## config.mk

```make
export PLATFORM = sky130hd
export DESIGN_NAME = pop_sequencer
export DESIGN_NICKNAME = d
export VERILOG_FILES = /design/src/rtl/pop_pkg.sv /design/src/rtl/pop_phase_timer.sv /design/src/rtl/pop_sequencer.sv
export SDC_FILE = /design/constraint.sdc
export NUM_CORES = 1
export LEC_CHECK = 0
export BUFFER_PORTS_ARGS = -buffer_cell sky130_fd_sc_hd__buf_2
export CAP_MARGIN = 0
export CORE_MARGIN = 3
export CORE_UTILIZATION = 40
export CTS_CLUSTER_SIZE = 14
export DETAILED_ROUTE_END_ITERATION = 6
export PLACE_DENSITY = 0.67
export SLEW_MARGIN = 15
export SYNTH_ARGS = -nofsm -noshare
export SYNTH_HDL_FRONTEND = slang
export SYNTH_SLANG_ARGS = --single-unit
```

## constraint.sdc

```tcl
create_clock -name clock_2_5M -period 9.05 [get_ports clock_2_5M]
set_input_delay 0.4525 -clock clock_2_5M [delete_from_list [all_inputs] [get_ports clock_2_5M]]
set_output_delay 0.4525 -clock clock_2_5M [all_outputs]
set_load 0.02 [all_outputs]
```

## src/rtl/pop_pkg.sv

```systemverilog
// rtl/pop_pkg.sv - states, config addresses, defaults and phase-walk helpers for the POP sequencer
package pop_pkg;

  typedef logic [3:0] state_t;

  localparam state_t S_IDLE  = 4'd0;
  localparam state_t S_PUMP  = 4'd1;
  localparam state_t S_GAP1  = 4'd2;
  localparam state_t S_PI1   = 4'd3;
  localparam state_t S_FREE  = 4'd4;
  localparam state_t S_PI2   = 4'd5;
  localparam state_t S_GAP2  = 4'd6;
  localparam state_t S_PROBE = 4'd7;
  localparam state_t S_GAP3  = 4'd8;

  localparam logic [2:0] CFG_PUMP   = 3'd0;
  localparam logic [2:0] CFG_PIO2   = 3'd1;
  localparam logic [2:0] CFG_FREEP  = 3'd2;
  localparam logic [2:0] CFG_PROBE  = 3'd3;
  localparam logic [2:0] CFG_SDELAY = 3'd4;
  localparam logic [2:0] CFG_SLEN   = 3'd5;
  localparam logic [2:0] CFG_GAP    = 3'd6;
  localparam logic [2:0] CFG_RSVD   = 3'd7;

  localparam int POP_PUMP_DEF   = 1000;
  localparam int POP_PIO2_DEF   = 1000;
  localparam int POP_FREEP_DEF  = 7500;
  localparam int POP_PROBE_DEF  = 375;
  localparam int POP_SDELAY_DEF = 0;
  localparam int POP_SLEN_DEF   = 125;
  localparam int POP_GAP_DEF    = 125;

  function automatic state_t phase_succ(input state_t s);
    state_t r;
    case (s)
      S_PUMP:  r = S_GAP1;
      S_GAP1:  r = S_PI1;
      S_PI1:   r = S_FREE;
      S_FREE:  r = S_PI2;
      S_PI2:   r = S_GAP2;
      S_GAP2:  r = S_PROBE;
      S_PROBE: r = S_GAP3;
      default: r = S_PUMP;
    endcase
    return r;
  endfunction

  // GAP3 is never zero-length, so the walk always settles within eight steps.
  function automatic state_t first_live(input state_t s, input logic [15:0] live);
    state_t c;
    c = s;
    for (int i = 0; i < 8; i++) begin
      if (!live[c]) c = phase_succ(c);
    end
    return c;
  endfunction

endpackage

```

## src/rtl/pop_phase_timer.sv

```systemverilog
// rtl/pop_phase_timer.sv - loadable down-counter with last-cycle and zero-length flags
module pop_phase_timer #(
  parameter int W = 16
) (
  input  logic         clk,
  input  logic         rst,
  input  logic         load_i,
  input  logic [W-1:0] dur_i,
  input  logic         en_i,
  output logic [W-1:0] cnt_o,
  output logic         last_o,
  output logic         zero_o
);

  logic [W-1:0] cnt_q, cnt_d;

  always_comb begin
    cnt_d = cnt_q;
    if (load_i) cnt_d = dur_i - W'(1);
    else if (en_i && cnt_q != '0) cnt_d = cnt_q - W'(1);
  end

  always_ff @(posedge clk or posedge rst) begin
    if (rst) cnt_q <= '0;
    else     cnt_q <= cnt_d;
  end

  assign cnt_o  = cnt_q;
  assign last_o = (cnt_q == '0);
  assign zero_o = (dur_i == '0);

endmodule

```

## src/rtl/pop_sequencer.sv

```systemverilog
// rtl/pop_sequencer.sv - programmable pump / Ramsey MW / probe timing sequencer with registered gates
module pop_sequencer
  import pop_pkg::*;
#(
  parameter int WIDTH      = 16,
  parameter int NCYC_W     = 8,
  parameter int PUMP_DEF   = POP_PUMP_DEF,
  parameter int PIO2_DEF   = POP_PIO2_DEF,
  parameter int FREEP_DEF  = POP_FREEP_DEF,
  parameter int PROBE_DEF  = POP_PROBE_DEF,
  parameter int SDELAY_DEF = POP_SDELAY_DEF,
  parameter int SLEN_DEF   = POP_SLEN_DEF,
  parameter int GAP_DEF    = POP_GAP_DEF
) (
  input  logic              clock_2_5M,
  input  logic              reset,
  input  logic              cfg_we,
  input  logic [2:0]        cfg_addr,
  input  logic [WIDTH-1:0]  cfg_data,
  output logic              cfg_rej,
  input  logic              start,
  input  logic              stop,
  input  logic              continuous,
  input  logic [NCYC_W-1:0] n_cycles,
  output logic              pump,
  output logic              MW,
  output logic              probe,
  output logic              sample,
  output logic              busy,
  output logic              done,
  output logic [NCYC_W-1:0] cycle_count
);

  localparam int OW = WIDTH + 1;
  localparam int CW = NCYC_W + 1;

  logic [WIDTH-1:0]  pump_len_q, pio2_len_q, freep_len_q, probe_len_q, sdelay_q, slen_q, gap_len_q;
  state_t            state_q, state_d;
  logic [NCYC_W-1:0] ncyc_q, ncyc_d, count_q, count_d;
  logic              cont_q, cont_d, stop_pend_q, stop_pend_d;
  logic              pump_q, mw_q, probe_q, sample_q, busy_q, done_q, rej_q;
  logic              done_d, sample_d, adv;
  logic [WIDTH-1:0]  dur_tab [16];
  logic [15:0]       live;
  logic              ph_load, ph_last, ph_zero;
  logic [WIDTH-1:0]  ph_dur, ph_cnt;
  logic [OW-1:0]     off_cnt, off_cur, off_next, win_start, win_end;
  logic              off_load, off_en, off_last, off_zero;
  logic              unused_ok;

  always_comb begin
    for (int i = 0; i < 16; i++) dur_tab[i] = '0;
    dur_tab[S_PUMP]  = pump_len_q;
    dur_tab[S_GAP1]  = gap_len_q;
    dur_tab[S_PI1]   = pio2_len_q;
    dur_tab[S_FREE]  = freep_len_q;
    dur_tab[S_PI2]   = pio2_len_q;
    dur_tab[S_GAP2]  = gap_len_q;
    dur_tab[S_PROBE] = probe_len_q;
    dur_tab[S_GAP3]  = (gap_len_q == '0) ? WIDTH'(1) : gap_len_q;
    for (int i = 0; i < 16; i++) live[i] = (dur_tab[i] != '0);
  end

  always_comb begin
    state_d     = state_q;
    count_d     = count_q;
    ncyc_d      = ncyc_q;
    cont_d      = cont_q;
    stop_pend_d = stop_pend_q;
    done_d      = 1'b0;
    adv         = 1'b0;
    if (state_q == S_IDLE) begin
      if (start) begin
        adv         = 1'b1;
        state_d     = first_live(S_PUMP, live);
        count_d     = '0;
        ncyc_d      = (n_cycles == '0) ? NCYC_W'(1) : n_cycles;
        cont_d      = continuous;
        stop_pend_d = stop;
      end
    end else begin
      if (stop) stop_pend_d = 1'b1;
      if (ph_last) begin
        adv = 1'b1;
        if (state_q == S_GAP3) begin
          if (count_q != '1) count_d = count_q + NCYC_W'(1);
          if (stop_pend_q || (!cont_q && ({1'b0, count_q} + CW'(1)) >= {1'b0, ncyc_q})) begin
            state_d     = S_IDLE;
            done_d      = 1'b1;
            stop_pend_d = 1'b0;
          end else begin
            state_d = first_live(S_PUMP, live);
          end
        end else begin
          state_d = first_live(phase_succ(state_q), live);
        end
      end
    end
  end

  // Going idle selects a zero duration, which leaves the phase timer parked.
  assign ph_dur  = dur_tab[state_d];
  assign ph_load = adv && !ph_zero;

  pop_phase_timer #(.W(WIDTH)) u_phase (
    .clk    (clock_2_5M),
    .rst    (reset),
    .load_i (ph_load),
    .dur_i  (ph_dur),
    .en_i   (state_q != S_IDLE),
    .cnt_o  (ph_cnt),
    .last_o (ph_last),
    .zero_o (ph_zero)
  );

  // Offset runs as the complement of a counter loaded with all-ones, so it reads 0 in the first probe-region cycle.
  assign off_load = adv && (state_d == S_PROBE || state_d == S_GAP3)
                    && !(state_q == S_PROBE && state_d == S_GAP3);
  assign off_en   = (state_q == S_PROBE) || (state_q == S_GAP3);

  pop_phase_timer #(.W(OW)) u_offset (
    .clk    (clock_2_5M),
    .rst    (reset),
    .load_i (off_load),
    .dur_i  ('0),
    .en_i   (off_en),
    .cnt_o  (off_cnt),
    .last_o (off_last),
    .zero_o (off_zero)
  );

  assign off_cur   = ~off_cnt;
  assign off_next  = off_load ? '0 : off_cur + OW'(1);
  assign win_start = {1'b0, sdelay_q};
  assign win_end   = {1'b0, sdelay_q} + {1'b0, slen_q};
  assign sample_d  = (state_d == S_PROBE || state_d == S_GAP3)
                     && off_next >= win_start && off_next < win_end;
  assign unused_ok = ^{ph_cnt, off_last, off_zero};

  always_ff @(posedge clock_2_5M or posedge reset) begin
    if (reset) begin
      state_q     <= S_IDLE;
      count_q     <= '0;
      ncyc_q      <= '0;
      cont_q      <= 1'b0;
      stop_pend_q <= 1'b0;
      pump_q      <= 1'b0;
      mw_q        <= 1'b0;
      probe_q     <= 1'b0;
      sample_q    <= 1'b0;
      busy_q      <= 1'b0;
      done_q      <= 1'b0;
      rej_q       <= 1'b0;
      pump_len_q  <= WIDTH'(PUMP_DEF);
      pio2_len_q  <= WIDTH'(PIO2_DEF);
      freep_len_q <= WIDTH'(FREEP_DEF);
      probe_len_q <= WIDTH'(PROBE_DEF);
      sdelay_q    <= WIDTH'(SDELAY_DEF);
      slen_q      <= WIDTH'(SLEN_DEF);
      gap_len_q   <= WIDTH'(GAP_DEF);
    end else begin
      state_q     <= state_d;
      count_q     <= count_d;
      ncyc_q      <= ncyc_d;
      cont_q      <= cont_d;
      stop_pend_q <= stop_pend_d;
      pump_q      <= (state_d == S_PUMP);
      mw_q        <= (state_d == S_PI1) || (state_d == S_PI2);
      probe_q     <= (state_d == S_PROBE);
      sample_q    <= sample_d;
      busy_q      <= (state_d != S_IDLE);
      done_q      <= done_d;
      rej_q       <= cfg_we && (state_q != S_IDLE || cfg_addr == CFG_RSVD);
      if (cfg_we && state_q == S_IDLE) begin
        case (cfg_addr)
          CFG_PUMP:   pump_len_q  <= cfg_data;
          CFG_PIO2:   pio2_len_q  <= cfg_data;
          CFG_FREEP:  freep_len_q <= cfg_data;
          CFG_PROBE:  probe_len_q <= cfg_data;
          CFG_SDELAY: sdelay_q    <= cfg_data;
          CFG_SLEN:   slen_q      <= cfg_data;
          CFG_GAP:    gap_len_q   <= cfg_data;
          default: ;
        endcase
      end
    end
  end

  assign pump        = pump_q;
  assign MW          = mw_q;
  assign probe       = probe_q;
  assign sample      = sample_q;
  assign busy        = busy_q;
  assign done        = done_q;
  assign cfg_rej     = rej_q;
  assign cycle_count = count_q;

endmodule

```

After elaboration in Yosys (flattened, before gate mapping)
Cells that the tools add are included.
{"block": "totals", "memories": 0, "register_bits": 174, "latchBits": 0, "ramBits": 0, "inputBits": 33, "mem_bits_ro": 0}
{"block": "classes", "order_cmp": 26, "muxes": 189, "bitwise_logic": 2, "div": 0, "n_shift": 0, "n_addsub": 7, "reduce_logical": 49, "mul": 0, "n_eq_ne": 176}
{"op": "4-bit one-hot mux with 7 select lines", "n": 23}
{"op": "4-bit by 3-bit == test with 1-bit output (second input constant)", "n": 94}
{"op": "4-bit 2-to-1 mux", "n": 93}
{"op": "4-bit by 2-bit == test with 1-bit output (second input constant)", "n": 47}
{"op": "16-bit nonzero test", "n": 7}
{"op": "4-bit by 5-bit less-than comparator with 1-bit output (second input constant)", "n": 22}
{"op": "4-bit by 1-bit == test with 1-bit output (second input constant)", "n": 24}
{"op": "1-bit binary-select mux with 4-bit select", "n": 22}
{"op": "16-bit 2-to-1 mux", "n": 5}
{"op": "16-bit binary-select mux with 4-bit select", "n": 1}
{"op": "17-bit 2-to-1 mux", "n": 3}
{"op": "16-bit zero test", "n": 3}
{"op": "8-bit 2-to-1 mux", "n": 6}
{"op": "1-bit 2-to-1 mux", "n": 35}
{"op": "16-bit by 1-bit subtractor with 16-bit output (second input constant)", "n": 2}
{"op": "16-bit by 16-bit adder with 17-bit output", "n": 1}
{"op": "17-bit by 1-bit adder with 17-bit output (second input constant)", "n": 1}
{"op": "17-bit by 16-bit >= comparator with 1-bit output", "n": 1}
{"op": "17-bit less-than comparator", "n": 1}
{"op": "17-bit inverter", "n": 1}
{"op": "17-bit nonzero test", "n": 1}
{"op": "17-bit by 1-bit subtractor with 17-bit output (second input constant)", "n": 1}
{"op": "2-bit AND reduction", "n": 8}
{"op": "3-bit == test (second input constant)", "n": 4}
{"op": "20 further kinds", "n": 43}

Longest topological paths before layout
Gate-level depths: netlist of the first run.
{"block": "logic_depth", "word_depth": 65, "mapped_depth": 41}

By module
Synthesis of the first run repeated with hierarchy kept, for this count alone.
{"block": "unflattened", "cells_unflattened": 1333, "area_unflattened_um2": 12841.1}
{"module": "pop_sequencer", "n_inst": 1, "seq_area_each_um2": 3575.9, "area_each_um2": 9985.8, "cells_each": 1007}
{"module": "pop_phase_timer at u_phase", "n_inst": 1, "seq_area_each_um2": 400.4, "area_each_um2": 1443.9, "cells_each": 166}
{"module": "pop_phase_timer at u_offset", "n_inst": 1, "seq_area_each_um2": 425.4, "area_each_um2": 1411.4, "cells_each": 160}

Least setup slack after synthesis of the first run
OpenSTA, ideal clock, no wires.
{"block": "synth_path", "path_type": "flip-flop to flip-flop", "start": "register freep_len_q[15]", "end": "register sample_q, in the netlist sample", "slack_ns": 1.646, "synth_period_minus_slack_ns": 7.404, "path_stages_with_launch": 36, "path_buffers": 2, "t_arrival_ns": 7.268, "required_time_ns": 8.914, "setup_time_ns": 0.136, "cell_sequence": "dfrtp_1 -> or4_1 -> nor2_2 -> and3_4 -> nor3_2 -> a2bb2oi_4 -> buf_6 -> o21ai_2 -> a21boi_4 -> mux2_4 -> nor4_4 -> o31ai_1 -> a2111oi_1 -> o21ai_1 -> a21oi_1 -> inv_2 -> nor4_1 -> nand2_1 -> a21oi_1 -> clkbuf_1 -> nor2_1 -> ha_1 -> o21a_1 -> o21a_1 -> o21ai_0 -> nand2b_1 -> a21oi_1 -> nor2b_1 -> o21ai_0 -> nand2b_1 -> a21oi_1 -> o21ai_0 -> a21o_1 -> a21o_1 -> a2111oi_0 -> nor3_1"}
{"block": "synth_between", "elab_chain_len": 58, "elab_cells_between_ends": 293, "classes_between": "order compare (2); eq/ne (135); mux (148); reduce/logical (8)"}
{"item": "start: declaration", "line": "pop_sequencer.sv:37", "rtl": "logic [WIDTH-1:0] pump_len_q, pio2_len_q, freep_len_q, probe_len_q, sdelay_q, slen_q, gap_len_q;"}
{"item": "start signal: assignment", "line": "pop_sequencer.sv:156", "rtl": "freep_len_q <= WIDTH'(FREEP_DEF);"}
{"item": "start signal: assignment", "line": "pop_sequencer.sv:178", "rtl": "CFG_FREEP: freep_len_q <= cfg_data;"}
{"item": "16-bit nonzero test *", "line": "pop_sequencer.sv:61", "rtl": "for (int i = 0; i < 16; i++) live[i] = (dur_tab[i] != '0);"}
{"item": "branches (longest 48 deep; another with 1-bit binary-select mux with 4-bit select)"}
{"item": "4-bit 2-to-1 mux *", "line": "pop_sequencer.sv:72", "rtl": "if (state_q == S_IDLE) begin"}
{"item": "via state_d[2]", "line": "pop_sequencer.sv:38", "rtl": "state_t state_q, state_d;"}
{"item": "4-bit by 3-bit == test with 1-bit output / 4-bit == test (equally long branches)", "line": "pop_sequencer.sv:117, pop_sequencer.sv:136, pop_sequencer.sv:118"}
{"item": "1-bit logical OR / 1-bit logical AND (equally long branches)", "line": "pop_sequencer.sv:117, pop_sequencer.sv:136, pop_sequencer.sv:118"}
{"item": "1-bit logical AND / 1-bit zero test (equally long branches)", "line": "pop_sequencer.sv:117, pop_sequencer.sv:118"}
{"item": "1-bit logical AND", "line": "pop_sequencer.sv:118", "rtl": "&& !(state_q == S_PROBE && state_d == S_GAP3);"}
{"item": "17-bit 2-to-1 mux", "line": "pop_sequencer.sv:133", "rtl": "assign off_next = off_load ? '0 : off_cur + OW'(1);"}
{"item": "17-bit by 16-bit >= comparator with 1-bit output", "line": "pop_sequencer.sv:137", "rtl": "&& off_next >= win_start && off_next < win_end;"}
{"item": "1-bit logical AND", "line": "pop_sequencer.sv:137"}
{"item": "1-bit logical AND *", "line": "pop_sequencer.sv:137"}
{"item": "via sample_d", "line": "pop_sequencer.sv:42", "rtl": "logic done_d, sample_d, adv;"}
{"item": "end signal: assignment", "line": "pop_sequencer.sv:170", "rtl": "sample_q <= sample_d;"}
{"item": "end: declaration", "line": "pop_sequencer.sv:41", "rtl": "logic pump_q, mw_q, probe_q, sample_q, busy_q, done_q, rej_q;"}
Mark *: on every way through the listed nets, which the timed path passes. The select of a mux whose other input is x is not followed.
A chain may end at the register's enable or synchronous reset.

Worst setup path in the final report of the first run
{"block": "layout_path", "start": "register pio2_len_q[2]", "end": "register u_phase.cnt_q[12], in the netlist u_phase.cnt_o[12]"}
{"block": "layout_between", "elab_chain_len": 58, "elab_cells_between_ends": 291, "classes_between": "add/sub (1); eq/ne (133); mux (151); bitwise (1); reduce/logical (5)"}
{"item": "start: declaration", "line": "pop_sequencer.sv:37"}
{"item": "start signal: assignment", "line": "pop_sequencer.sv:155", "rtl": "pio2_len_q <= WIDTH'(PIO2_DEF);"}
{"item": "start signal: assignment", "line": "pop_sequencer.sv:177", "rtl": "CFG_PIO2: pio2_len_q <= cfg_data;"}
{"item": "branches (longest 51 deep; another with 16-bit nonzero test)"}
{"item": "16-bit binary-select mux with 4-bit select *", "line": "pop_sequencer.sv:102", "rtl": "assign ph_dur = dur_tab[state_d];"}
{"item": "16-bit 2-to-1 mux (not written as such) * (2 in series)", "line": "pop_sequencer.sv:102"}
{"item": "branches (longest 4 deep; another with 16-bit by 1-bit subtractor with 16-bit output)"}
{"item": "end signal: assignment", "line": "pop_phase_timer.sv:25", "rtl": "else cnt_q <= cnt_d;"}
{"item": "end: declaration", "line": "pop_phase_timer.sv:15", "rtl": "logic [W-1:0] cnt_q, cnt_d;"}
Mark *: on every way between the ends. The select of a mux whose other input is x is not followed.

==> results of run 1 <==
==> worst max path at each step <==
stage | slack, ps | cells past startpoint | start | end
6_report | 570 | 27 | pio2_len_q[2] | u_phase.cnt_o[12]
5_1_grt | -3 | 29 | pio2_len_q[7] | u_phase.cnt_o[6]
4_1_cts | 410 | 30 | probe_len_q[3] | u_phase.cnt_o[8]
3_5_place_dp | 450 | 30 | probe_len_q[3] | u_phase.cnt_o[10]
3_3_place_gp | 500 | 32 | state_q[1] | sample
2_1_floorplan | 1650 | 35 | freep_len_q[15] | sample
==> stage by stage <==
step | cells | hold slack, ps | util | setup WS, ps | total power (uW)
2_1_floorplan | 1279 | 454 | - | 1650 | 1860
3_3_place_gp | 1688 | 475 | 0.432 | 503 | 2160
3_5_place_dp | 1688 | 481 | 0.432 | 452 | 2160
4_1_cts | 1720 | 201 | 0.453 | 410 | 2940
5_1_grt | 1720 | 216 | 0.454 | -3.40 | 3130
6_report | 1720 | 209 | 0.454 | 565 | 2940
==> final cells by class <==
type / instances / area [sq um]
clock inverters: 15 / 204
fillers: 2827 / 16300
repair buffers: 70 / 408
inverters: 53 / 206
multi-input cells: 1001 / 7430
well taps: 390 / 488
flip-flops and latches: 174 / 4400
clock buffers: 17 / 425
==> metal layers <==
layer,up-vias,share of wire
met5,-,0.00020
met4,2,0.030
met3,88,0.057
met2,381,0.48
met1,5044,0.44
li1,4801,-
==> registers in the layout (all words and copies together), names as in the netlist, 4 cells and up <==
signal and count:
cycle_count 8, slen_q 16, ncyc_q 8, pio2_len_q 16, u_phase.cnt_o 16, u_offset.cnt_o 17, pump_len_q 16, freep_len_q 16
sdelay_q 16, state_q 4, gap_len_q 16, probe_len_q 16
==> where the power goes <==
group          leakage [uW]  switching, uW  total (uW)  internal [uW]
clock network      0.000304            384         766            383
logic               0.00381            739        1230            487
registers           0.00204           82.3         951            869
==> synth_stat cells, types with 27 or more instances <==
cell      instances  area [sq um]
dfrtp_1         136          3400
nand2_1         125           469
mux2_2          102          1150
nor2_1           89           334
o21ai_0          64           320
ha_1             60           751
a21oi_1          57           285
inv_1            48           180
mux2i_1          48           480
xnor2_1          48           420
dfstp_2          38           998
nor3_1           29           145
clkbuf_1         27           101
==> worst min-delay path, stage by stage <==
cell     delay [ps]
buf_2            90
nand2_1          40
o21ai_0          50
==> logic make-up (layout without fill, tap and decap cells) <==
logic type	count (synthesis)	count (layout)	synth area share
muxes	161	161	0.147
buffers and inverters	104	155	0.0382
xor gates and xnor gates	68	68	0.0502
and+or+nand+nor	414	414	0.171
AOI/OAI and AO/OA	297	297	0.171
DFF	174	174	0.359
adders and majority gates	61	61	0.0629
==> impl_results.md, run 1 <==
* Status: completed
* Post-Synthesis Cell Area at 0.0122 sq mm
* Final HPWL DP at 26300 microns
* Sequential area share after synthesis at 0.359
* Synth warnings at 0
* Cells after synthesis at 1279
* Number of CTS-inserted buffers at 17
* Die H at 181 microns
* Largest net degree at the start of global routing at 107
* Syn_nets at 1373
* Num rows at 63
* CTS tree: done
* Period utilization at 0.938
* Slew Limit Fails at 0
* Worst Hold Path EP: ncyc_q[1]
* Max-cap violations at 0
* Most used DFF post-synth: dfrtp_1
* Vias in the first global route at 10200
* Die width at 181 microns
* Critical R2R Capture: u_phase.cnt_o[12]
* Fin area at 0.0136 sq mm
* # hold bufs at CTS at 0
* Area Overhead vs Synth at 10.8%
* GR met3 Demand/Resource at 0.0326
* Hold path cells at 3
* DRT iter0 DRCs at 973
* Worst R2R Path Depth at 27
* Ratio of cells with drive above 1 in the final layout at 0.229
* GR Util All Layers at 0.212
* Clock sink count at 174
* Reg2reg setup slack at 570 ps
* Reg2reg start: pio2_len_q[2]
* Syn Area/Cell at 9.57 sq um
* WP data arrival at 8850 ps
* Pwr per Cell Area at 217 mW/mm^2
* CP top delay family: simple AND/OR/NAND/NOR gates
* Fmax at 118 MHz
* Worst-path clk slew at 90 ps
* Worst Skew at 15.9 ps
* Most frequent cells in the layout: 135 x dfrtp_1, 125 x nand2_1, 102 x mux2_2
* Met1 Track Usage GR at 0.285
* Final hold vios at 0
* Detailed Route WL at 34800 microns
* Relative slew slack at 0.253
* Root buffer cell: clkbuf_16
* Resized cells post-CTS at 0
* Async set-reset flop share out of synthesis at 1.00
* H-tree depth at 4
* Worst-margin pin slew at 1110 ps
* Hold crit path type: primary input to register
* Fin nets at 1411
* Routed length per placed instance at 20.2 microns
* Grt met2 use at 0.353
* Setup TNS Final at 0 ps
* Type of the worst setup path: register to register
* Worst skew pair latency at 450 ps
* Grt total ovfl at 0
* First-pass GRT wire length at 56200 microns
* IO Port Bufs at 47
* IO Pins at 48
* Critical Path RT at 9420 ps
* Worst hold start: n_cycles[1]
* CP max-delay cell: o21ba_1
* Final setup fails at 0
* Die area at 0.0327 sq mm
* Lkg Pwr at 0.00616 uW
* Core area at 0.0299 sq mm
* CP peak stage delay at 590 ps
* Worst vdd ir at 0.132 mV
* Commonest non-fill, non-tap cell in the layout: dfrtp_1
* Initial Util at 0.410
* DRC at 0
* Placed cell area at 0.0129 sq mm
* Max FO, Critical Path at 15
* Netlist cell types at 100
* Minimum clock period at 8480 ps
* Vias per cell at 6.00
* Post-synth EDFFs at 0
* Drt pass-1 iters at 6
* CP Buf/Inv Count at 2
* N_diodes at 0
* Setup Buffers After CTS at 0
* CP Launch Type: register
* CTS max path bufs at 2
* Layer with the highest usage: met2
* CP Capture Type: register
* Vias at 10300
* Antenna violations before repair at 1
* RD Place Congestion at 0.982
* Post-route ant nets at 0
* #FFs+latches synth at 174
Power figures use the tool's default switching activity.
==> inputs of run 2 (changes only) <==
--- a/config.mk
+++ b/config.mk
@@ -5,13 +5,14 @@
 export SDC_FILE = /design/constraint.sdc
 export NUM_CORES = 1
 export LEC_CHECK = 0
+export ABC_AREA = 0
 export BUFFER_PORTS_ARGS = -buffer_cell sky130_fd_sc_hd__buf_2
 export CAP_MARGIN = 0
 export CORE_MARGIN = 3
 export CORE_UTILIZATION = 40
 export CTS_CLUSTER_SIZE = 14
 export DETAILED_ROUTE_END_ITERATION = 6
-export PLACE_DENSITY = 0.67
+export PLACE_DENSITY = 0.65
 export SLEW_MARGIN = 15
 export SYNTH_ARGS = -nofsm -noshare
 export SYNTH_HDL_FRONTEND = slang
==> run 2 against run 1 <==
Effect of this change:
- critical path depth is 2 higher
- clock skew shrank 0.99 ps
- sequential power barely moved
- sequential share of layout area decreased by 0.12 points
- first-iteration DRC count is 6.3% lower
- final area rose by 0.38%
- global-route usage grew 0.22 points
- clock power fell by 0.9%
- register-to-register slack improved by 50 ps
==> impl_results.md, run 2 (same netlist as run 1, synthesis figures left out) <==
* Status: completed
* Minimum clock period at 8440 ps (-47.2 ps)
* Type of the worst setup path: register to register
* Max-cap violations at 0 (unchanged)
* CTS tree: done
* IO Port Bufs at 47 (unchanged)
* Clock sink count at 174 (unchanged)
* Worst skew pair latency at 440 ps (about the same)
* Unrepaired setup endpoints after global routing: no
* Slew Limit Fails at 0 (unchanged)
* Num rows at 63 (unchanged)
* RD Place Congestion at 0.990 (+0.83%)
* Pwr per Cell Area at 218 mW/mm^2 (+0.50%)
* Pwr Total at 2970 uW (+0.88%)
* Worst vdd ir at 0.122 mV (-8.1%)
* Number of CTS-inserted buffers at 17 (unchanged)
* Vias in the first global route at 10200 (-0.22%)
* Drt pass-1 iters at 6 (unchanged)
* Vias per cell at 5.95 (-0.81%)
* DRT iter0 DRCs at 912 (-6.3%)
* Die area at 0.0327 sq mm (unchanged)
* Vias at 10300 (-0.12%)
* Worst-margin pin slew at 1120 ps (+0.817 ps)
* N_diodes at 0 (unchanged)
* Antenna violations before repair at 2 (+1)
* CP Launch Type: register
* Final HPWL DP at 26600 microns (+1.3%)
* Final setup fails at 0 (unchanged)
* Worst R2R Path Depth at 29 (+7.4%)
* Routed length per placed instance at 20.4 microns (+0.59%)
* Root buffer cell: clkbuf_16
* First-pass GRT wire length at 56700 microns (+0.98%)
* GR Util All Layers at 0.214 (+0.00223)
* Post-route ant nets at 0 (unchanged)
* Final hold vios at 0 (unchanged)
* WP data arrival at 8730 ps (-120 ps)
* Fmax at 119 MHz (+0.56%)
* Lkg Pwr at 0.00620 uW (+0.68%)
* Core area at 0.0299 sq mm (unchanged)
* DRC at 0 (unchanged)
* Cell mode on critical path: mux2i_1
* CP peak stage delay at 560 ps (-30 ps)
* CTS max path bufs at 2 (unchanged)
* Initial Util at 0.410 (unchanged)
* Critical Path RT at 9340 ps (-80 ps)
* Commonest non-fill, non-tap cell in the layout: dfrtp_1
* Max FO, Critical Path at 16 (+1)
* H-tree depth at 4 (unchanged)
* Worst-path clk slew at 80 ps (about the same)
* Setup TNS Final at 0 ps (unchanged)
* Fin nets at 1423 (+0.85%)
* Most frequent cells in the layout: 135 x dfrtp_1, 125 x nand2_1, 102 x mux2_2
* IO Pins at 48 (unchanged)
* Die width at 181 microns (unchanged)
* # hold bufs at CTS at 0 (unchanged)
* Area Overhead vs Synth at 11.2%
* CP Capture Type: register
* Max reg flops at 17 (unchanged)
* Die H at 181 microns (unchanged)
* Ratio of cells with drive above 1 in the final layout at 0.233 (+0.00391)
* CP max-delay cell: nor4_1
* Worst Skew at 14.9 ps (-0.985 ps)
* Largest net degree at the start of global routing at 82 (-23%)
* Hold crit path type: primary input to async pin
* Detailed Route WL at 35300 microns (+1.3%)
* Relative slew slack at 0.252 (-0.000547)
* Grt total ovfl at 0 (unchanged)
* Period utilization at 0.932 (-0.00522)
==> run 2: through the flow <==
step / worst slack [ps] / area (sq um) / hold slack [ps] / cells / utilization
2_1_floorplan: 1650 / 12200 / 454 / 1279 / -
3_3_place_gp: 385 / 13000 / 483 / 1696 / 0.434
3_5_place_dp: 305 / 13000 / 499 / 1696 / 0.434
4_1_cts: 214 / 13600 / 36.2 / 1728 / 0.454
5_1_grt: 4.31 / 13600 / 50.1 / 1732 / 0.456
6_report: 613 / 13600 / 25.9 / 1732 / 0.456
==> run 2: path summary, 6_finish.rpt <==
check	start	to	slack (ps)
min in group clock_2_5M	n_cycles[3]	ncyc_q[3]	230
max in group asynchronous	reset	freep_len_q[5]	7060
setup / recovery	probe_len_q[0]	u_phase.cnt_o[8]	610
hold / removal	reset	cycle_count[2]	30
hold reg to reg	slen_q[7]	slen_q[7]	520
setup reg to reg	probe_len_q[0]	u_phase.cnt_o[8]	610
==> run 2: cell type report <==
cell class,instances,area [sq um]
sequential,174,4400
clock inverter,14,173
clock buffer,18,429
timing repair buffer,82,498
inverter,53,206
tap,390,488
multi-input combinational,1001,7420
fill,2847,16300
==> run 2: critical path: cells and delay by family (launching register included) <==
kind                       cells  cell delay [ps]
AOI/OAI and AO/OA              7             1740
DFF                            1              400
adders and majority gates      1              250
xor gates and xnor gates       1              160
muxes                          6             1420
buffers and inverters          3              720
and+or+nand+nor               11             3610
==> run 2: where the power goes <==
part / leakage, uW / switching, uW / internal (uW)
Clock: 0.000286 / 342 / 417
Sequential: 0.00204 / 82.4 / 869
Combinational: 0.00387 / 752 / 507
==> run 2: per-layer routing <==
metal  share of wire  GRT usage
met1            0.45      0.284
met2            0.48      0.353
met3           0.046     0.0336
met4           0.031     0.0850
met5         0.00040          0
==> run 2: repair_timing <==
action / CTS / global route
gates resized for setup: 0 / 6
setup endpoints to repair: 0 / 8
buffers inserted: 0 / 4
==> inputs of run 3 (changes only) <==
--- a/config.mk
+++ b/config.mk
@@ -9,10 +9,10 @@
 export BUFFER_PORTS_ARGS = -buffer_cell sky130_fd_sc_hd__buf_2
 export CAP_MARGIN = 0
 export CORE_MARGIN = 3
-export CORE_UTILIZATION = 40
+export CORE_UTILIZATION = 56
 export CTS_CLUSTER_SIZE = 14
 export DETAILED_ROUTE_END_ITERATION = 6
-export PLACE_DENSITY = 0.65
+export PLACE_DENSITY = 0.82
 export SLEW_MARGIN = 15
 export SYNTH_ARGS = -nofsm -noshare
 export SYNTH_HDL_FRONTEND = slang
==> run 3 against run 2 <==
Effect of this change:
- combinational power about the same
- sequential cell count stayed put
- clock power is 3.0% lower
- final area down 1.8%
- first-iteration DRC count up 26%
- worst hold slack improved by 160 ps
- clock skew fell by 0.71 ps
- setup slack lost 49 ps
- routed wire length down 4.1%
- fmax down 0.58%
- largest cell class unchanged
- largest power group unchanged
==> impl_results.md, run 3 (same netlist as run 1, synthesis figures left out) <==
* Setup TNS Final at 0 ps (unchanged)
* RD Place Congestion at 1.04 (+5.5%)
* Setup Buffers After CTS at 0 (unchanged)
* First-pass GRT wire length at 55200 microns (-2.7%)
* Unrepaired setup endpoints after global routing: no
* Commonest non-fill, non-tap cell in the layout: dfrtp_1
* Worst Skew at 14.2 ps (-0.709 ps)
* Ratio of cells with drive above 1 in the final layout at 0.228 (-0.00541)
* Num rows at 53 (-16%)
* Layout Utilization at 0.630 (+0.174)
* Routed length per placed instance at 21.1 microns (+3.5%)
* CP peak stage delay at 730 ps (+170 ps)
* Type of the worst setup path: register to register
* Root buffer cell: clkbuf_16
* Lkg Pwr at 0.00614 uW (-0.93%)
* Worst-path clk slew at 70 ps (about the same)
* CP Capture Type: register
* Critical R2R Capture: u_phase.cnt_o[10]
* GR Util All Layers at 0.287 (+0.0722)
* Die H at 154 microns (-15%)
* Worst vdd ir at 0.130 mV (+6.9%)
* N_diodes at 0 (unchanged)
* Final hold vios at 0 (unchanged)
* Area Overhead vs Synth at 9.15%
* Max reg flops at 17 (unchanged)
* Drt pass-1 iters at 7 (+1)
* H-tree depth at 4 (unchanged)
* Hold crit path type: primary input to async pin
* Worst Hold Slack at 184 ps (+158 ps)
* Reg2reg start: state_q[2]
* DRC at 0 (unchanged)
* Detailed Route WL at 33800 microns (-4.1%)
* Vias in the first global route at 10300 (+0.64%)
* CTS max path bufs at 2 (unchanged)
* IO Port Bufs at 47 (unchanged)
* Reg2reg setup slack at 560 ps (-50 ps)
* Clock sink count at 174 (unchanged)
* Relative slew slack at 0.180 (-0.0725)
* Minimum clock period at 8490 ps (+48.9 ps)
* Final HPWL DP at 25100 microns (-5.7%)
* Post-route ant nets at 0 (unchanged)
* Setup crit start: state_q[2]
* Antenna violations before repair at 1 (-1)
* CP endpoint: u_phase.cnt_o[10]
* Cell mode on critical path: mux2i_1
* Number of CTS-inserted buffers at 17 (unchanged)
* WP data arrival at 8770 ps (+40 ps)
* Core area at 0.0212 sq mm (-29%)
* Critical Path RT at 9340 ps (about the same)
* Final setup fails at 0 (unchanged)
* Max FO, Critical Path at 15 (-1)
* Pwr per Cell Area at 219 mW/mm^2 (+0.51%)
* Vias per cell at 6.59 (+11%)
* Vias at 10600 (+2.7%)
* Most frequent cells in the layout: 135 x dfrtp_1, 125 x nand2_1, 102 x mux2_2
* Pwr Total at 2930 uW (-1.3%)
* Fin nets at 1411 (-0.84%)
* Largest net degree at the start of global routing at 99 (+21%)
* Slew Limit Fails at 0 (unchanged)
* DRT iter0 DRCs at 1147 (+26%)
* Period utilization at 0.938 (+0.00541)
* CP max-delay cell: dfrtp_1
* Worst R2R Path Depth at 27 (-6.9%)
* CTS tree: done
* Die area at 0.0237 sq mm (-28%)
* Worst skew pair latency at 430 ps (about the same)
* IO Pins at 48 (unchanged)
* Die width at 154 microns (-15%)
* Max-cap violations at 0 (unchanged)
* CP Launch Type: register
* Status: completed
* Grt total ovfl at 0 (unchanged)
* Initial Util at 0.577 (+0.167)
* Worst-margin pin slew at 1230 ps (+110 ps)
* Fmax at 118 MHz (-0.58%)
==> run 3: cell types whose count changed in the layout (fill, tap and decap cells not counted), moves of 2 or more <==
cell,delta
a2111oi_1,+2
clkinvlp_4,-3
buf_4,-12
a21oi_2,+2
clkinv_4,+3
==> run 3: worst max-delay path, delay by kind of cell, from the launching register on <==
kind,cells,cell delay (ps)
AO/OA/AOI/OAI,12,3340
AND/OR/NAND/NOR,8,2550
multiplexers,4,1140
flip-flops,1,730
adder cells (fa/ha/maj),1,240
buffers and inverters,1,160
XOR/XNOR,1,160
==> run 3: worst min path at each step <==
| stage | endpoint | slack [ps] | startpoint | depth (start not counted) |
|---|---|---|---|---|
| 6_report | cycle_count[3] | 180 | reset | 2 |
| 5_1_grt | ncyc_q[3] | 240 | n_cycles[3] | 3 |
| 4_1_cts | cycle_count[3] | 240 | reset | 2 |
| 2_1_floorplan | ncyc_q[0] | 450 | ncyc_q[0] | 2 |
| 3_5_place_dp | ncyc_q[0] | 490 | ncyc_q[0] | 2 |
| 3_3_place_gp | ncyc_q[0] | 470 | ncyc_q[0] | 2 |
==> run 3: what timing repair did <==
| item | CTS | global route |
|---|---|---|
| hold buffers | 0 | 0 |
| gates resized for setup | 0 | 10 |
| setup endpoints to repair | 0 | 7 |
==> run 3: report_power, final <==
group	leakage (uW)	switching, uW	internal [uW]
Sequential	0.00204	82.3	869
Combinational	0.00381	749	493
Clock	0.000288	333	403
Total	0.00614	1160	1770
==> run 3: per-stage QoR <==
stage | instances | worst slack, ps | area [sq um]
2_1_floorplan | 1279 | 1650 | 12200
3_5_place_dp | 1573 | 595 | 12700
3_3_place_gp | 1573 | 691 | 12700
5_1_grt | 1605 | 29.5 | 13400
4_1_cts | 1605 | 569 | 13300
6_report | 1605 | 564 | 13400
==> run 3: final cells by class <==
cell class              count  area, sq um
fillers                  1711         7860
flip-flops and latches    174         4400
well taps                 275          344
clock buffers              20          458
multi-input cells        1001         7420
clock inverters            12          124
inverters                  53          206
repair buffers             70          408
==> run 3: metal layers <==
layer / vias to the layer above / GRT usage / routed length [microns]
met5: - / 0 / 13
met4: 2 / 0.0921 / 1080
met3: 128 / 0.0591 / 2860
met2: 551 / 0.456 / 15400
met1: 5093 / 0.395 / 14500
li1: 4810 / - / -
